$ cat src/rtl/banner_cmd_ctrl.sv
// Banner command controller: decodes UART command bytes into baud
// selection, BCD banner staging/commit and scroll-enable control.
module banner_cmd_ctrl #(
    parameter int DIGITS       = 6,
    parameter int BAUD_DEFAULT = 0
) (
    input  logic                  clk,
    input  logic                  reset,
    input  logic [7:0]            rx_data,
    input  logic                  rx_valid,
    output logic [2:0]            baud_sel,
    output logic                  baud_rate_ready,
    output logic                  banner_write,
    output logic [4*DIGITS-1:0]   bcd_set,
    output logic                  shift_en,
    output logic                  err
);

    localparam int CW = $clog2(DIGITS + 1);
    localparam int BW = 4 * DIGITS;

    typedef enum logic [1:0] {
        BAUD_WAIT = 2'd0,
        IDLE      = 2'd1,
        WRITE     = 2'd2,
        RUN       = 2'd3
    } state_t;

    state_t          state_q, state_d;
    logic [2:0]      baud_sel_q, baud_sel_d;
    logic            ready_q, ready_d;
    logic            bw_q, bw_d;
    logic [BW-1:0]   bcd_q, bcd_d;
    logic            shift_q, shift_d;
    logic            err_q, err_d;
    logic [BW-1:0]   stage_q, stage_d;
    logic [CW-1:0]   count_q, count_d;
    logic            committed_q, committed_d;

    logic is_baud;
    logic is_digit;
    logic is_w;
    logic is_b;
    logic is_p;
    logic is_r;
    logic is_s;
    logic is_x;

    // Classify the incoming byte once so the FSM reads as intent.
    always_comb begin
        is_baud  = (rx_data >= 8'h30) && (rx_data <= 8'h37);
        is_digit = (rx_data >= 8'h30) && (rx_data <= 8'h39);
        is_w     = (rx_data == 8'h77);
        is_b     = (rx_data == 8'h62);
        is_p     = (rx_data == 8'h70);
        is_r     = (rx_data == 8'h72);
        is_s     = (rx_data == 8'h73);
        is_x     = (rx_data == 8'h78);
    end

    // Next-state and output decode; idle cycles hold everything but err.
    always_comb begin
        state_d     = state_q;
        baud_sel_d  = baud_sel_q;
        ready_d     = ready_q;
        bw_d        = bw_q;
        bcd_d       = bcd_q;
        shift_d     = shift_q;
        err_d       = 1'b0;
        stage_d     = stage_q;
        count_d     = count_q;
        committed_d = committed_q;

        if (rx_valid) begin
            unique case (state_q)
                BAUD_WAIT: begin
                    if (is_baud) begin
                        baud_sel_d = rx_data[2:0];
                        ready_d    = 1'b1;
                        state_d    = IDLE;
                    end else begin
                        err_d = 1'b1;
                    end
                end

                IDLE, RUN: begin
                    unique case (1'b1)
                        is_w: begin
                            state_d = WRITE;
                            stage_d = '0;
                            count_d = '0;
                            bw_d    = 1'b1;
                        end
                        is_b: begin
                            state_d = BAUD_WAIT;
                            ready_d = 1'b0;
                            shift_d = 1'b0;
                        end
                        (is_p && state_q == RUN): begin
                            shift_d = 1'b0;
                            state_d = IDLE;
                        end
                        (is_r && state_q == IDLE && committed_q): begin
                            shift_d = 1'b1;
                            state_d = RUN;
                        end
                        default: begin
                            err_d = 1'b1;
                        end
                    endcase
                end

                WRITE: begin
                    unique case (1'b1)
                        is_digit: begin
                            // Oldest nibble falls off the top on overflow.
                            stage_d      = stage_q << 4;
                            stage_d[3:0] = rx_data[3:0];
                            if (count_q < CW'(DIGITS)) begin
                                count_d = count_q + CW'(1);
                            end
                        end
                        is_s: begin
                            bw_d = 1'b0;
                            if (count_q != '0) begin
                                bcd_d       = stage_q;
                                shift_d     = 1'b1;
                                committed_d = 1'b1;
                                state_d     = RUN;
                            end else begin
                                err_d   = 1'b1;
                                shift_d = 1'b0;
                                state_d = IDLE;
                            end
                        end
                        is_x: begin
                            bw_d    = 1'b0;
                            stage_d = '0;
                            count_d = '0;
                            shift_d = 1'b0;
                            state_d = IDLE;
                        end
                        default: begin
                            err_d = 1'b1;
                        end
                    endcase
                end

                default: begin
                    state_d = BAUD_WAIT;
                end
            endcase
        end
    end

    // State register; reset wins over any byte arriving the same cycle.
    always_ff @(posedge clk) begin
        if (reset) begin
            state_q     <= BAUD_WAIT;
            baud_sel_q  <= 3'(BAUD_DEFAULT);
            ready_q     <= 1'b0;
            bw_q        <= 1'b0;
            bcd_q       <= '0;
            shift_q     <= 1'b0;
            err_q       <= 1'b0;
            stage_q     <= '0;
            count_q     <= '0;
            committed_q <= 1'b0;
        end else begin
            state_q     <= state_d;
            baud_sel_q  <= baud_sel_d;
            ready_q     <= ready_d;
            bw_q        <= bw_d;
            bcd_q       <= bcd_d;
            shift_q     <= shift_d;
            err_q       <= err_d;
            stage_q     <= stage_d;
            count_q     <= count_d;
            committed_q <= committed_d;
        end
    end

    assign baud_sel        = baud_sel_q;
    assign baud_rate_ready = ready_q;
    assign banner_write    = bw_q;
    assign bcd_set         = bcd_q;
    assign shift_en        = shift_q;
    assign err             = err_q;

endmodule

$ cat config.mk
export PLATFORM = sky130hd
export DESIGN_NAME = banner_cmd_ctrl
export DESIGN_NICKNAME = d
export VERILOG_FILES = /design/src/rtl/banner_cmd_ctrl.sv
export SDC_FILE = /design/constraint.sdc
export NUM_CORES = 1
export LEC_CHECK = 0
export CAP_MARGIN = 5
export CORE_MARGIN = 2
export CORE_UTILIZATION = 53
export CTS_CLUSTER_SIZE = 24
export DETAILED_ROUTE_END_ITERATION = 7
export GPL_ROUTABILITY_DRIVEN = 0
export GPL_TIMING_DRIVEN = 0
export PLACE_DENSITY = 0.79
export SYNTH_ARGS = -nofsm -noshare
export SYNTH_HDL_FRONTEND = slang
export SYNTH_SLANG_ARGS = --single-unit
$ cat constraint.sdc
create_clock -name clk -period 1.95 [get_ports clk]
set_clock_uncertainty 0.1 [all_clocks]
set_input_delay 0.39 -clock clk [delete_from_list [all_inputs] [get_ports clk]]
set_output_delay 0.39 -clock clk [all_outputs]
set_load 0.005 [all_outputs]
==> flow_summary.toml, run 1 <==
[outcome]
status = "finished, final reports clean"

[sta]
drv_slew = 0
worst_pin_slew_ns = 0.431
hold-worst-slack_ns = 0.260
rsz0062_at_grt = "false"
fin_crit_ns = 1.85
tns_ns = 0
fin_crit_sh_pct = 95.1
max_freq_mhz = 539
worst_slack_ns = 0.0961
finalHoldViolations = 0
finalSetupViolCount = 0
slew_headroom_pct = 70.5

[power_and_ir_drop]
ir_worst_vdd_uv = 577
p_per_area_nw_per_um2 = 778
p_leak_nw = 1.23
power_mw = 2.67

[min_path]
hold_start = "rx_data[1]"
hp-class = "in -> reg"

[placement]
dpl_worst_slack_ns = -0.476
placement.cell_area_um2 = 3200
dp_cells = 428
io_buffers = 40
dp.final_hpwl_mm = 4.30

[logic_synthesis]
syn_area_per_cell_um2 = 8.53
ys_seq_area_share_pct = 45.0
synth.area.top_cells = "dfxtp_1 45%, nand2_1 7.1%, nand2b_1 6.9%, a21oi_1 6.1%, nand3_1 5.2%"
yosysTopAreaCell = "dfxtp_1"
yosys_warnings = 0
synth_flop_cell = "dfxtp_1"
netlist.area_leader.share_pct = 45.0
synthDistinctLibCells = 44
synth_fp_nets = 331
ys_ff_latch = 61
synthesis.area_um2 = 2710
synthArstFlopShare_pct = 0
syn_inst = 318
synth_edf_count = 0

[cts]
cts.root.buffer_cell = "clkbuf_8"
cts_buffers = 9
cts_tree = "built"
path_clk_slew_ns = 0.07
cts.sinks = 61
worstSkewPairLatency_ns = 0.34
cts.htree.levels = 3
cts_buffer_depth = 2
postCtsHoldBufs = 0
post_cts_buffers = 0

[final_layout]
instances_no_fill = 444
post-route-util_pct = 68.5
stdcell_area_um2 = 3430
nNetsFinal = 382
area_growth_syn_to_layout_pct = 26.5
drive_gt1_share_pct = 11.8
diodes = 0

[critical_path]
crit_start = "rx_data[5]"
end_kind = "flop"
worstPathArrival_ns = 1.97
critPathTopFamily = "buffers and inverters"
critPathMaxFanout = 10
cpMaxStageDelayCell = "clkdlybuf4s50_1"
critPathLaunchType = "primary input"
critical_path.cell_chain = "clkdlybuf4s50_1 > and3b_1 > buf_6 > nand4_4 > or2_1 > buf_6 > buf_6 > nand2_1 > a21oi_1"
reg2reg_from = "state_q[1]$_SDFFE_PP0P_"
cpPeakStageDelay_ns = 0.47
worstPathRequired_ns = 2.06
crit_type = "in -> reg"
cpMostUsedCell = "buf_6"
crit_buf_inv = 4

[routing]
drc_errors = 0
firstDrtPassIters = 4
via_per_inst = 5.35
wl_per_cell_um = 13.4
drtIter0Drc = 105
vias = 2377
totalWireLength_mm = 5.96
ant_nets = 0

[floorplan]
core_um2 = 5010
start_util_pct = 54.1
ios = 42
rows = 26
die_y_um = 75.5
die-width_um = 75.5
dieArea_um2 = 5700

[grt]
grt_max_degree = 12
overflow = 0
grt_first_pass_wirelength_mm = 9.87
antenna_found_initial = 0
grt_pass1_vias = 2122
grt_usage_pct = 23.0

[run]
maxCapViolCount = 0
final cells by class:
class / count / area, um2
fillers: 432 / 1580
inverters: 5 / 18.8
plain buffers: 23 / 170
clock inverters: 5 / 81.3
flip-flops and latches: 61 / 1220
well taps: 70 / 87.6
multi-input cells: 229 / 1310
clock buffers: 11 / 151
repair buffers: 40 / 394
tightest hold or removal path, delay by kind of cell:
family	cells	cell delay, ns
AOI/OAI and AO/OA	1	0.06
buffers and inverters	1	0.14
and+or+nand+nor	1	0.07
synthesized netlist by cell type, drive strengths merged, types with 2 or more instances:
cell type / instances
nand2: 51
o2111ai: 2
nand2b: 30
or2: 2
and3b: 3
inv: 5
nand3: 28
ha: 2
a21oi: 34
a21o: 2
nor2b: 3
o31ai: 2
o211ai: 4
buf: 15
o21a: 4
mux2i: 2
nand4: 3
clkbuf: 8
a41oi: 2
nor2: 9
dfxtp: 61
o21ai: 29
nor3: 2
and2b: 4
power by group:
part           total, mW  switching, mW  internal [mW]
Combinational      0.116         0.0671         0.0484
Sequential          1.25        0.00175           1.25
Clock               1.30          0.511          0.791
Total               2.67          0.580           2.09
timing repair:
action	in CTS	in global routing
resized for setup	10	2
endpoints found under the setup margin	44	5
pin swaps	1	0
kinds of logic after synthesis:
logic type                 after synthesis  synth area share [%]
muxes                                    2                 0.738
buffers and inverters                   28                  6.83
AOI/OAI and AO/OA                       86                  18.8
adders and majority gates                2                 0.923
and+or+nand+nor                        139                  27.7
DFF                                     61                  45.0
state kept, by name, indices dropped and copies added, names as in the netlist:
name / count
committed_q: 1
baud_rate_ready: 1
stage_q: 24
count_q: 3
baud_sel: 3
banner_write: 1
bcd_set: 24
err: 1
shift_en: 1
state_q: 2
path summary, 6_finish.rpt:
check / slack, ns / to / cells after the start
min reg2reg: 0.35 / bcd_set[21]$_SDFFE_PP0P_ / 2
min: 0.26 / stage_q[1]$_SDFFE_PP0P_ / 3
max: 0.1 / bcd_set[18]$_SDFFE_PP0P_ / 9
max reg2reg: 0.12 / bcd_set[18]$_SDFFE_PP0P_ / 8
cell usage in the layout (no fill, tap or decap), drive strengths merged, types with 3 or more instances in the layout:
cell type,Yosys,final
and2b,4,4
dfxtp,61,61
clkdlybuf4s50,0,35
nand3,28,28
nand2,51,51
nand2b,30,30
o21ai,29,29
clkbuf,8,19
o211ai,4,4
a21oi,34,34
o21a,4,4
buf,15,15
inv,5,6
nor2,9,9
dlygate4sd2,0,5
and3b,3,3
nand4,3,3
nor2b,3,3
layer usage:
metal	share of wire, %	GRT usage, %
met1	45	28.8
met3	4.7	6.88
met4	1.6	7.60
met5	0	0
met2	48	38.1
(Power assumes the default switching activity.)
==> inputs of run 2 (changes only) <==
--- a/config.mk
+++ b/config.mk
@@ -5,9 +5,9 @@
 export SDC_FILE = /design/constraint.sdc
 export NUM_CORES = 1
 export LEC_CHECK = 0
-export CAP_MARGIN = 5
 export CORE_MARGIN = 2
 export CORE_UTILIZATION = 53
+export CTS_CLUSTER_DIAMETER = 100
 export CTS_CLUSTER_SIZE = 24
 export DETAILED_ROUTE_END_ITERATION = 7
 export GPL_ROUTABILITY_DRIVEN = 0
==> results of run 2 <==
No change in the layout: final DEF, timing and power equal those of run 1.
==> inputs of run 3 (changes only) <==
--- a/config.mk
+++ b/config.mk
@@ -13,6 +13,7 @@
 export GPL_ROUTABILITY_DRIVEN = 0
 export GPL_TIMING_DRIVEN = 0
 export PLACE_DENSITY = 0.79
+export SKIP_LAST_GASP = 1
 export SYNTH_ARGS = -nofsm -noshare
 export SYNTH_HDL_FRONTEND = slang
 export SYNTH_SLANG_ARGS = --single-unit
==> results of run 3 <==
No change in the layout: final DEF, timing and power equal those of run 1.
==> patch, RTL diff (flow settings as in run 1) <==
`DIGITS`: 6 -> 8.
--- a/src/rtl/banner_cmd_ctrl.sv
+++ b/src/rtl/banner_cmd_ctrl.sv
@@ -1,7 +1,7 @@
 // Banner command controller: decodes UART command bytes into baud
 // selection, BCD banner staging/commit and scroll-enable control.
 module banner_cmd_ctrl #(
-    parameter int DIGITS       = 6,
+    parameter int DIGITS       = 8,
     parameter int BAUD_DEFAULT = 0
 ) (
     input  logic                  clk,
Interface: changed (resized bcd_set); port bits go from 42 to 50. No check against the original RTL was run, so the function may have changed too.
==> patch against run 1 <==
Sequential cell count grew 17; highest routed layer unchanged; critical endpoint is now stage_q[30]; die area grew 20%; worst setup slack got worse by 0.036 ns; synthesized area increased by 22%; wire length rose by 37%; design area up 27%.
Power is not compared: it rests on default switching activity, and its combinational part moved more than twofold at a synthesized area within 25%.
==> patch: results (changes against run 1) <==
\begin{tabular}{lr}
\hline
Metric & Value \\
\hline
\multicolumn{2}{l}{\textbf{Synth}} \\
Net count after synthesis & 406 (was 331) \\
Mux contribution to synthesized area & 1.25\% (was 0.738\%) \\
Seq/Total Area, Yosys & 47.4\% (was 45.0\%) \\
Leading post-synthesis cells by instance count & dfxtp\_1, nand2\_1, a21oi\_1 (unchanged) \\
Avg Inst Size Synth & 8.39 µm² (was 8.53 µm²) \\
\multicolumn{2}{l}{\textbf{Status}} \\
Run status & completed (unchanged) \\
\multicolumn{2}{l}{\textbf{Final layout}} \\
Area taken by flip-flops and latches & 0.00157 mm² (was 0.00122 mm²) \\
Fraction of layout instances using a drive strength above 1 & 18.8\% (was 11.8\%) \\
Non-filler instance count after layout & 543 (was 444) \\
Area taken by multi-input logic gates & 0.00167 mm² (was 0.00131 mm²) \\
Total number of nets in the final design & 476 (was 382) \\
Inverters & 7 (was 5) \\
Final instance area & 0.00434 mm² (was 0.00343 mm²) \\
Count of filler cells inserted in the layout & 478 (was 432) \\
Buffering overhead & 17.8\% (was 16.4\%) \\
\multicolumn{2}{l}{\textbf{Routing}} \\
Routed wl met3 & 434 µm (was 279 µm) \\
Average via count per standard cell & 5.63 (was 5.35) \\
Wire length the detailed router placed on met1 & 3.88 mm (was 2.70 mm) \\
Number of design-rule violations left by the first detailed-router iteration & 306 (was 105) \\
Wirelength, routed & 8.14 mm (was 5.96 mm) \\
Met2 layer wire length in the routed design & 3.65 mm (was 2.89 mm) \\
\multicolumn{2}{l}{\textbf{GRT}} \\
Overall Global Routing Usage & 23.1\% (was 23.0\%) \\
First-pass GRT wire length & 13.2 mm (was 9.87 mm) \\
Number of global-route vias before repair & 2,816 (was 2,122) \\
GR Util met1 & 32.3\% (was 28.8\%) \\
\multicolumn{2}{l}{\textbf{STA}} \\
Worst-Margin Slew & 0.552 ns (was 0.431 ns) \\
\multicolumn{2}{l}{\textbf{Placed design}} \\
Input/output buffers & 47 (was 40) \\
Cell count after placement & 515 (was 428) \\
Post-place instance area & 0.00386 mm² (was 0.00320 mm²) \\
Worst slack after detailed placement & -0.739 ns (was -0.476 ns) \\
\multicolumn{2}{l}{\textbf{Die}} \\
Tap cell count & 75 (was 70) \\
\hline
\end{tabular}
## patch: report_power, final
part	switching, mW	internal (mW)
logic	0.156	0.112
clock network	0.627	0.632
registers	0.00900	1.60
total	0.791	2.35
## patch: final timing paths
| kind | start | endpoint | slack (ns) | cells after the start |
|---|---|---|---|---|
| worst max register to register | count_q[1] | bcd_set[0] | 0.06 | 8 |
| worst max-delay path | rx_data[1] | stage_q[30] | 0.06 | 8 |
| worst min-delay path | rx_data[3] | stage_q[3] | 0.23 | 3 |
| worst min register to register | bcd_set[2] | bcd_set[2] | 0.36 | 2 |
## patch: kinds of logic after synthesis
family	count (synthesis)
AOI/OAI and AO/OA	93
adders and majority gates	2
buffers and inverters	37
DFF	78
muxes	4
and+or+nand+nor	179
## patch: timing repair
| action | in CTS | in global routing |
|---|---|---|
| resized for setup | 47 | 23 |
| endpoints found under the hold margin | 0 | 0 |
| endpoints found under the setup margin | 77 | 72 |
| buffers inserted | 7 | 5 |
| cloned | 0 | 0 |
| pin swaps | 5 | 5 |
